### src/rtl/multicycle_ctrl_fsm.sv
// Multicycle FETCH/DECODE/EXEC/MEM/WB sequencer producing the 22-bit ALU_TOP control word.
// Optional overflow trap state is built only when OVFL_TRAP_EN is defined.
module multicycle_ctrl_fsm #(
  parameter int CNT_W = 32
) (
  input  logic             clk,
  input  logic             reset,
  input  logic [5:0]       opcode_in,
  input  logic [5:0]       funct_in,
  input  logic             mem_ready,
  input  logic             ovfl,
  output logic [21:0]      ctrl_out,
  output logic [3:0]       state_dbg,
  output logic             retire,
  output logic             illegal,
  output logic             exc,
  output logic [CNT_W-1:0] instr_cnt
);

  typedef enum logic [3:0] {
    FETCH  = 4'd0,
    DECODE = 4'd1,
    EXEC   = 4'd2,
    MEMRD  = 4'd3,
    MEMWR  = 4'd4,
    WB     = 4'd5,
    BRANCH = 4'd6,
    JUMP   = 4'd7,
    TRAP   = 4'd8
  } state_e;

  typedef struct packed {
    logic [1:0] pcsrc;
    logic [1:0] wbsel;
    logic       regwrite;
    logic       memwrite;
    logic       memread;
    logic       irwrite;
    logic       branch;
    logic       pcwrite;
    logic [1:0] shiftfn;
    logic [1:0] logicfn;
    logic [1:0] alusrcx;
    logic [1:0] alusrcy;
    logic       brne;
    logic       addsub;
    logic [1:0] fntype;
  } ctrl_t;

  localparam logic [5:0] OP_RTYPE = 6'b000000;
  localparam logic [5:0] OP_ADDI  = 6'b001000;
  localparam logic [5:0] OP_ANDI  = 6'b001100;
  localparam logic [5:0] OP_ORI   = 6'b001101;
  localparam logic [5:0] OP_LW    = 6'b100011;
  localparam logic [5:0] OP_SW    = 6'b101011;
  localparam logic [5:0] OP_BEQ   = 6'b000100;
  localparam logic [5:0] OP_BNE   = 6'b000101;
  localparam logic [5:0] OP_J     = 6'b000010;

  localparam logic [5:0] FN_ADD = 6'b100000;
  localparam logic [5:0] FN_SUB = 6'b100010;
  localparam logic [5:0] FN_AND = 6'b100100;
  localparam logic [5:0] FN_OR  = 6'b100101;
  localparam logic [5:0] FN_XOR = 6'b100110;
  localparam logic [5:0] FN_NOR = 6'b100111;
  localparam logic [5:0] FN_SLL = 6'b000000;
  localparam logic [5:0] FN_SRL = 6'b000010;
  localparam logic [5:0] FN_SRA = 6'b000011;
  localparam logic [5:0] FN_SLT = 6'b101010;

  localparam logic [1:0] FT_ARITH = 2'b00;
  localparam logic [1:0] FT_LOGIC = 2'b01;
  localparam logic [1:0] FT_SHIFT = 2'b10;
  localparam logic [1:0] FT_SLT   = 2'b11;
  localparam logic [1:0] SY_Y     = 2'b01;
  localparam logic [1:0] SY_IMM   = 2'b10;
  localparam logic [1:0] SX_PC    = 2'b01;
  localparam logic [1:0] PC_BR    = 2'b01;
  localparam logic [1:0] PC_JMP   = 2'b10;

  state_e           state_q, state_d;
  logic [5:0]       irOp_q, irFunct_q;
  logic [CNT_W-1:0] instrCnt_q;

  logic       isLegal, isRType, isBranch, isJump, isLoad, isStore, canOvfl;
  logic [1:0] exFnType, exLogicFn, exShiftFn;
  logic       exAddSub;
  logic       trapTaken;
  logic       irLoad, retireC, illegalC, excC;
  ctrl_t      ctrl;

  // Instruction class and EXEC-cycle ALU function, decoded from the latched IR
  always_comb begin
    isLegal   = 1'b0;
    isRType   = 1'b0;
    isBranch  = 1'b0;
    isJump    = 1'b0;
    isLoad    = 1'b0;
    isStore   = 1'b0;
    canOvfl   = 1'b0;
    exFnType  = FT_ARITH;
    exAddSub  = 1'b0;
    exLogicFn = 2'b00;
    exShiftFn = 2'b00;
    unique case (irOp_q)
      OP_RTYPE: begin
        isRType = 1'b1;
        isLegal = 1'b1;
        unique case (irFunct_q)
          FN_ADD: canOvfl = 1'b1;
          FN_SUB: begin exAddSub = 1'b1; canOvfl = 1'b1; end
          FN_AND: exFnType = FT_LOGIC;
          FN_OR:  begin exFnType = FT_LOGIC; exLogicFn = 2'b01; end
          FN_XOR: begin exFnType = FT_LOGIC; exLogicFn = 2'b10; end
          FN_NOR: begin exFnType = FT_LOGIC; exLogicFn = 2'b11; end
          FN_SLL: exFnType = FT_SHIFT;
          FN_SRL: begin exFnType = FT_SHIFT; exShiftFn = 2'b01; end
          FN_SRA: begin exFnType = FT_SHIFT; exShiftFn = 2'b10; end
          // slt compares by subtracting y from x
          FN_SLT: begin exFnType = FT_SLT; exAddSub = 1'b1; end
          default: isLegal = 1'b0;
        endcase
      end
      OP_ADDI: begin isLegal = 1'b1; canOvfl = 1'b1; end
      OP_ANDI: begin isLegal = 1'b1; exFnType = FT_LOGIC; end
      OP_ORI:  begin isLegal = 1'b1; exFnType = FT_LOGIC; exLogicFn = 2'b01; end
      OP_LW:   begin isLegal = 1'b1; isLoad = 1'b1; end
      OP_SW:   begin isLegal = 1'b1; isStore = 1'b1; end
      OP_BEQ, OP_BNE: begin isLegal = 1'b1; isBranch = 1'b1; end
      OP_J:    begin isLegal = 1'b1; isJump = 1'b1; end
      default: isLegal = 1'b0;
    endcase
  end

`ifdef OVFL_TRAP_EN
  assign trapTaken = canOvfl & ovfl;
`else
  logic unusedOvfl;
  assign trapTaken  = 1'b0;
  assign unusedOvfl = ovfl ^ canOvfl;
`endif

  always_comb begin
    state_d  = state_q;
    ctrl     = '0;
    irLoad   = 1'b0;
    retireC  = 1'b0;
    illegalC = 1'b0;
    excC     = 1'b0;
    unique case (state_q)
      FETCH: begin
        ctrl.memread = 1'b1;
        ctrl.alusrcx = SX_PC;
        if (mem_ready) begin
          ctrl.pcwrite = 1'b1;
          ctrl.irwrite = 1'b1;
          irLoad       = 1'b1;
          state_d      = DECODE;
        end
      end
      DECODE: begin
        ctrl.alusrcx = SX_PC;
        ctrl.alusrcy = SY_IMM;
        if (!isLegal) begin
          illegalC = 1'b1;
          state_d  = FETCH;
        end else if (isBranch) begin
          state_d = BRANCH;
        end else if (isJump) begin
          state_d = JUMP;
        end else begin
          state_d = EXEC;
        end
      end
      EXEC: begin
        ctrl.alusrcy = isRType ? SY_Y : SY_IMM;
        ctrl.fntype  = exFnType;
        ctrl.addsub  = exAddSub;
        ctrl.logicfn = exLogicFn;
        ctrl.shiftfn = exShiftFn;
        if (trapTaken)    state_d = TRAP;
        else if (isLoad)  state_d = MEMRD;
        else if (isStore) state_d = MEMWR;
        else              state_d = WB;
      end
      MEMRD: begin
        ctrl.memread = 1'b1;
        if (mem_ready) state_d = WB;
      end
      MEMWR: begin
        ctrl.memwrite = 1'b1;
        if (mem_ready) begin
          retireC = 1'b1;
          state_d = FETCH;
        end
      end
      WB: begin
        ctrl.regwrite = 1'b1;
        ctrl.wbsel    = isLoad ? 2'b01 : 2'b00;
        retireC       = 1'b1;
        state_d       = FETCH;
      end
      BRANCH: begin
        ctrl.alusrcy = SY_Y;
        ctrl.addsub  = 1'b1;
        ctrl.branch  = 1'b1;
        ctrl.brne    = (irOp_q == OP_BNE);
        ctrl.pcsrc   = PC_BR;
        retireC      = 1'b1;
        state_d      = FETCH;
      end
      JUMP: begin
        ctrl.pcwrite = 1'b1;
        ctrl.pcsrc   = PC_JMP;
        retireC      = 1'b1;
        state_d      = FETCH;
      end
      TRAP: begin
        excC    = 1'b1;
        state_d = FETCH;
      end
      default: state_d = FETCH;
    endcase
  end

  always_ff @(posedge clk) begin
    if (reset) begin
      state_q    <= FETCH;
      irOp_q     <= '0;
      irFunct_q  <= '0;
      instrCnt_q <= '0;
    end else begin
      state_q <= state_d;
      if (irLoad) begin
        irOp_q    <= opcode_in;
        irFunct_q <= funct_in;
      end
      if (retireC) instrCnt_q <= instrCnt_q + CNT_W'(1);
    end
  end

  // Reset suppresses every strobe so an interrupted instruction issues no partial write
  assign ctrl_out  = reset ? 22'd0 : ctrl;
  assign retire    = retireC & ~reset;
  assign illegal   = illegalC & ~reset;
  assign exc       = excC & ~reset;
  assign state_dbg = state_q;
  assign instr_cnt = instrCnt_q;

endmodule

### config.mk
export PLATFORM = sky130hd
export DESIGN_NAME = multicycle_ctrl_fsm
export DESIGN_NICKNAME = d
export VERILOG_FILES = /design/src/rtl/multicycle_ctrl_fsm.sv
export SDC_FILE = /design/constraint.sdc
export NUM_CORES = 1
export LEC_CHECK = 0
export CAP_MARGIN = 10
export CORE_UTILIZATION = 47
export CTS_CLUSTER_DIAMETER = 50
export DETAILED_ROUTE_END_ITERATION = 7
export PLACE_DENSITY = 0.77
export SLEW_MARGIN = 0
export SYNTH_ARGS = -nofsm -noshare
export SYNTH_HDL_FRONTEND = slang
export SYNTH_SLANG_ARGS = --single-unit
### constraint.sdc
create_clock -name clk -period 2.1 [get_ports clk]
set_clock_uncertainty 0.15 [all_clocks]
set_input_delay 0.42 -clock clk [delete_from_list [all_inputs] [get_ports clk]]
set_output_delay 0.42 -clock clk [all_outputs]
set_load 0.03 [all_outputs]
* After elaboration in Yosys (flattened, before gate mapping) *
Cells that the tools add are included.

operators by class
  mux-type cells = 45
  $add $sub $neg = 1
  divide/modulo/power cells = 0
  magnitude comparators = 0
  multiply operators = 0
  shifts and indexed selects = 0
  reduce and logical (&&, ||, !) cells = 14
  bitwise logic cells = 4
  eq/ne operators = 28

operator list
  cell                                                             count
  6-bit == test, second input constant                             9
  32-bit by 1-bit adder with 32-bit output, second input constant  1
  4-bit 2-to-1 mux                                                 7
  22-bit 2-to-1 mux                                                1
  1-bit 2-to-1 mux                                                 20
  4-bit one-hot mux with 5 select lines                            1
  6-bit by 2-bit == test with 1-bit output, second input constant  3
  6-bit by 4-bit == test with 1-bit output, second input constant  3
  2-bit one-hot mux with 3 select lines                            3
  4-bit by 3-bit == test with 1-bit output, second input constant  4
  2-bit one-hot mux with 2 select lines                            4
  6-bit by 3-bit == test with 1-bit output, second input constant  2
  6-bit logical NOT                                                2
  10-bit OR reduction                                              1
  2-bit OR reduction                                               5
  4-bit by 2-bit == test with 1-bit output, second input constant  2
  2-bit 2-to-1 mux                                                 4
  1-bit one-hot mux with 2 select lines                            4
  8-bit OR reduction                                               1
  2-bit != test, second input constant                             3
  3-bit OR reduction                                               2
  4-bit by 1-bit == test with 1-bit output, second input constant  1
  4-bit == test, second input constant                             1
  4-bit logical NOT                                                1
  other kinds (5)                                                  7

word-level totals
  memories kept = 0
  register bits after elaboration = 48
  bits in latches = 0
  output and inout port bits = 61
  bits of input ports = 16
  ROM bits = 0
  memory bits (writable) = 0

* Longest topological paths before layout *
  depth in word-level cells = 7
  gate-level depth with buffers = 6
  gate-level depth less buffers = 6

* Worst setup path before layout *
No wires, ideal clock.

  path type = reg2out
  from = register state_q[1], in the netlist state_dbg[1]
  to = output ctrl_out[10]
  buffers on the path = 1
  path slack = -0.901 ns
  data arrival time = 2.431 ns
  stages on the path, launching flop included = 6
  cells stage by stage = dfxtp_1 buf_4 nand2b_2 nand2b_1 or3_1 nor4_1

on the way
  cells in the longest elaborated chain, start to end = 3

ends and longest elaborated chain
  item                                      RTL line  RTL
  start, declared                           81        state_e state_q, state_d;
  start signal, assigned                    233       state_q <= state_d;
  4-bit by 2-bit == test with 1-bit output  150       unique case (state_q)
  4-bit 2-to-1 mux                          150
  22-bit 2-to-1 mux                         243       assign ctrl_out = reset ? 22'd0 : ctrl;
  end, declared                             12        output logic [21:0] ctrl_out,

No other way between the ends.

* Worst setup path after layout *
  from = register irOp_q[5]
  to = output ctrl_out[10]

on the way
  cells in the longest elaborated chain, start to end = 4

ends and longest elaborated chain
  item                    RTL line  RTL
  start, declared         82        logic [5:0] irOp_q, irFunct_q;
  start signal, assigned  235       irOp_q <= opcode_in;
  6-bit logical NOT       n/a
  2-bit 2-to-1 mux        105       unique case (irOp_q)
  4-bit 2-to-1 mux        150
  22-bit 2-to-1 mux       243

No other way between the ends.

==> results.cfg <==
[status]
outcome = finished, violations left
failed_checks = setup timing

[routing]
route.detailed.wl_per_inst_um = 15.7
route.detailed.drc = 0
postRouteAntennaNets = 0
drt_pass1_iterations = 4
vias = 2875
detail_route.iter0.violations = 208
postRouteWirelength_um = 8070
post_drt_via_cell_ratio = 5.59

[worst_setup_path]
critPathBufInv = 2
cp_cell_sequence = buf_6 > nor3_4 > nand3b_1 > or3_4 > nor4_4 > buf_4
r2r_slack_ps = 150
critPathLaunchType = flop
r2r_cells = 7
worst_ep_required_time_ps = 1530
critical_path.endpoint_type = output port
critPathMaxStageDelay_ps = 420
crit_path_class = flop to output port
critPathArrivalTime_ps = 1830
cpLargestDelayFamily = simple AND/OR/NAND/NOR gates
r2r-start = state_dbg[1]
regToRegEndpoint = instr_cnt[30]
worstPathMaxFanout = 4
worst_setup_path_startpoint = irOp_q[5]
critPathSlowestCell = sky130_fd_sc_hd__or3_4

[sta]
grt_setup_unrepaired = true
maxSlewViolCount = 0
final_hold_viol_count = 0
timing.fmax_ghz = 0.416
finalCriticalPeriod_ps = 2400
setup-violations-final = 13
layout_setup_ws_ps = -302
min_period_over_period_pct = 114

[place]
numPlacedInstances = 492
detailedPlacementHpwl_um = 5170
numPortBuffers = 71
finalWeightedCongestion = 0.835

[cells_and_area]
final-instance-count-excl-fill = 514
post_route_cells_drive_above_1_share_pct = 36.7
final_core_utilization_pct = 81.0
area.growth.synth_to_final_pct = 65.7
n_antenna_cell = 0
finalNetCount = 460

[floorplan]
placement_rows = 26
die_w_um = 74.9
core_area_um2 = 5110
ioPinCount = 77
die_ar_um2 = 5610
start_util_pct = 48.9
die_boundary_height_um = 74.9

[cts]
clkTransAtPathRegs_ps = 90
cts_htree_levels = 2
clock-sinks = 47
cts_hold_buf = 0
ctsRootBufferMaster = sky130_fd_sc_hd__clkbuf_8
cts_tree = built
clk_path_buf_depth = 2
insertion_delay_ps = 300
cts_buffers = 5

[synth]
synth.cell_area_um2 = 2500
synthFlopType = sky130_fd_sc_hd__dfxtp_1
yosys_cell_types = 50
synthCells = 321
yosys-top-cells-count = 50 x sky130_fd_sc_hd__nor2_1, 47 x sky130_fd_sc_hd__dfxtp_1, 43 x sky130_fd_sc_hd__nand2_1, 23 x sky130_fd_sc_hd__a21oi_1, 22 x sky130_fd_sc_hd__xor2_1
synth.largest_area_cell = sky130_fd_sc_hd__dfxtp_1
async_reset_ff_share_pct = 0
synth-seq-area-share_pct = 37.7
synth_edf_count = 0
postSynthRegisterBits = 47
synthDominantCellAreaShare_pct = 37.7
yosysWarningCount = 0
yosys.cell_count.top_type = sky130_fd_sc_hd__nor2_1
synth.top_cells.by_area = sky130_fd_sc_hd__dfxtp_1 38%, sky130_fd_sc_hd__xor2_1 7.7%, sky130_fd_sc_hd__nor2_1 7.5%, sky130_fd_sc_hd__nand2_1 6.5%, sky130_fd_sc_hd__a21oi_1 4.6%
postSynthAreaPerCell_um2 = 7.78

[global_route]
grt_antenna_before_repair = 0
grt_max_degree = 40
grt_pass1_vias = 2595
grt_remaining_overflow = 0
grt.total_usage_pct = 28.7
grt_pass1_wl_um = 12300

[hold_path]
timing.hold.worst_path_depth = 2
hold_path_end = instr_cnt[31]
hold_class = flop to flop
timing.hold.worst.start = instr_cnt[31]

[job]
cap_viol_max_count = 0

[power]
pwr_density_cell_nw_per_um2 = 532
ir_drop_uv = 412
power_leakage_nw = 1.66
-- sequential cells by signal, summed over array words and instances, names as in the netlist --
name       flops
irFunct_q      6
state_dbg      3
instr_cnt     32
irOp_q         6
-- per-stage QoR --
stage | hold WS, ps | worst slack, ps | cell area, um2 | TNS (ps) | total power, W
final | 342 | -302 | 4140 | -2920 | 0.00220
after global routing | 374 | -367 | 4140 | -3830 | 0.00229
after CTS | 348 | -276 | 4000 | -2520 | 0.00212
after detailed placement | 332 | -395 | 3700 | -7590 | 0.00152
after global placement | 317 | -373 | 3700 | -6540 | 0.00151
after floorplan | 313 | -134 | 2710 | -475 | 0.00130
-- how the worst max path moves through the flow --
| stage | to | cells past startpoint | slack (ps) |
|---|---|---|---|
| 4_1_cts | ctrl_out[10] | 6 | -280 |
| 2_1_floorplan | ctrl_out[10] | 5 | -130 |
| 6_report | ctrl_out[10] | 6 | -300 |
| 3_5_place_dp | instr_cnt[10] | 7 | -400 |
| 3_3_place_gp | ctrl_out[12] | 4 | -370 |
| 5_1_grt | ctrl_out[2] | 5 | -370 |
-- cells by family (layout without fill, tap and decap cells) --
logic type | after synthesis | in the layout | share of synthesized area (%)
fa+ha+maj | 1 | 1 | 0.501
simple gates | 175 | 175 | 36.1
xor+xnor | 27 | 27 | 9.47
compound gates | 43 | 43 | 10.8
other cells | 1 | 4 | 0.150
flops | 47 | 47 | 37.7
buf+inv | 27 | 147 | 5.26
-- layout make-up --
type | instances | area (um2)
Multi-Input combinational cell | 250 | 1790
Fill cell | 322 | 970
Tap cell | 70 | 87.6
Clock inverter | 3 | 15.0
Sequential cell | 47 | 970
Timing Repair Buffer | 135 | 1190
Clock buffer | 5 | 68.8
Inverter | 4 | 17.5
-- power breakdown --
group          internal [W]  switching (W)  total, W  leakage, nW
registers          0.000923      0.0000462  0.000969        0.387
clock network      0.000228       0.000305  0.000533       0.0477
logic              0.000325       0.000373  0.000698         1.23
total               0.00148       0.000724   0.00220         1.66
-- routing by layer --
layer	up-vias	track usage (%)	part of all wire, %
met5	-	0	0
met4	0	12.2	2.9
met3	24	5.09	6.1
met2	116	48.7	51
met1	1384	36.0	40
li1	1351	-	-
-- worst min-delay path: stages (launching register included) --
cell                      delay (ps)
sky130_fd_sc_hd__dfxtp_1         330
sky130_fd_sc_hd__o31ai_1          60
sky130_fd_sc_hd__a21oi_1          50
-- placed cells by master, fill, tap and decap left out, types with 6 or more instances in the layout --
| master | count |
|---|---|
| sky130_fd_sc_hd__a21oi_1 | 21 |
| sky130_fd_sc_hd__buf_6 | 16 |
| sky130_fd_sc_hd__clkdlybuf4s50_1 | 42 |
| sky130_fd_sc_hd__xor2_1 | 22 |
| sky130_fd_sc_hd__dfxtp_1 | 36 |
| sky130_fd_sc_hd__buf_4 | 69 |
| sky130_fd_sc_hd__dfxtp_4 | 6 |
| sky130_fd_sc_hd__nor3_4 | 6 |
| sky130_fd_sc_hd__nor2_1 | 37 |
| sky130_fd_sc_hd__nand4_1 | 15 |
| sky130_fd_sc_hd__nor2_4 | 8 |
| sky130_fd_sc_hd__nor2_2 | 7 |
| sky130_fd_sc_hd__and3_1 | 6 |
| sky130_fd_sc_hd__nand3_1 | 10 |
| sky130_fd_sc_hd__nand2_1 | 41 |
-- repair_timing --
action	4_1_cts	5_1_grt
buffers inserted	8	6
pin swaps	10	10
resized for setup	51	22
endpoints found under the hold margin	0	0
setup endpoints to repair	25	24
No activity file was read; power rests on OpenSTA's default activity.
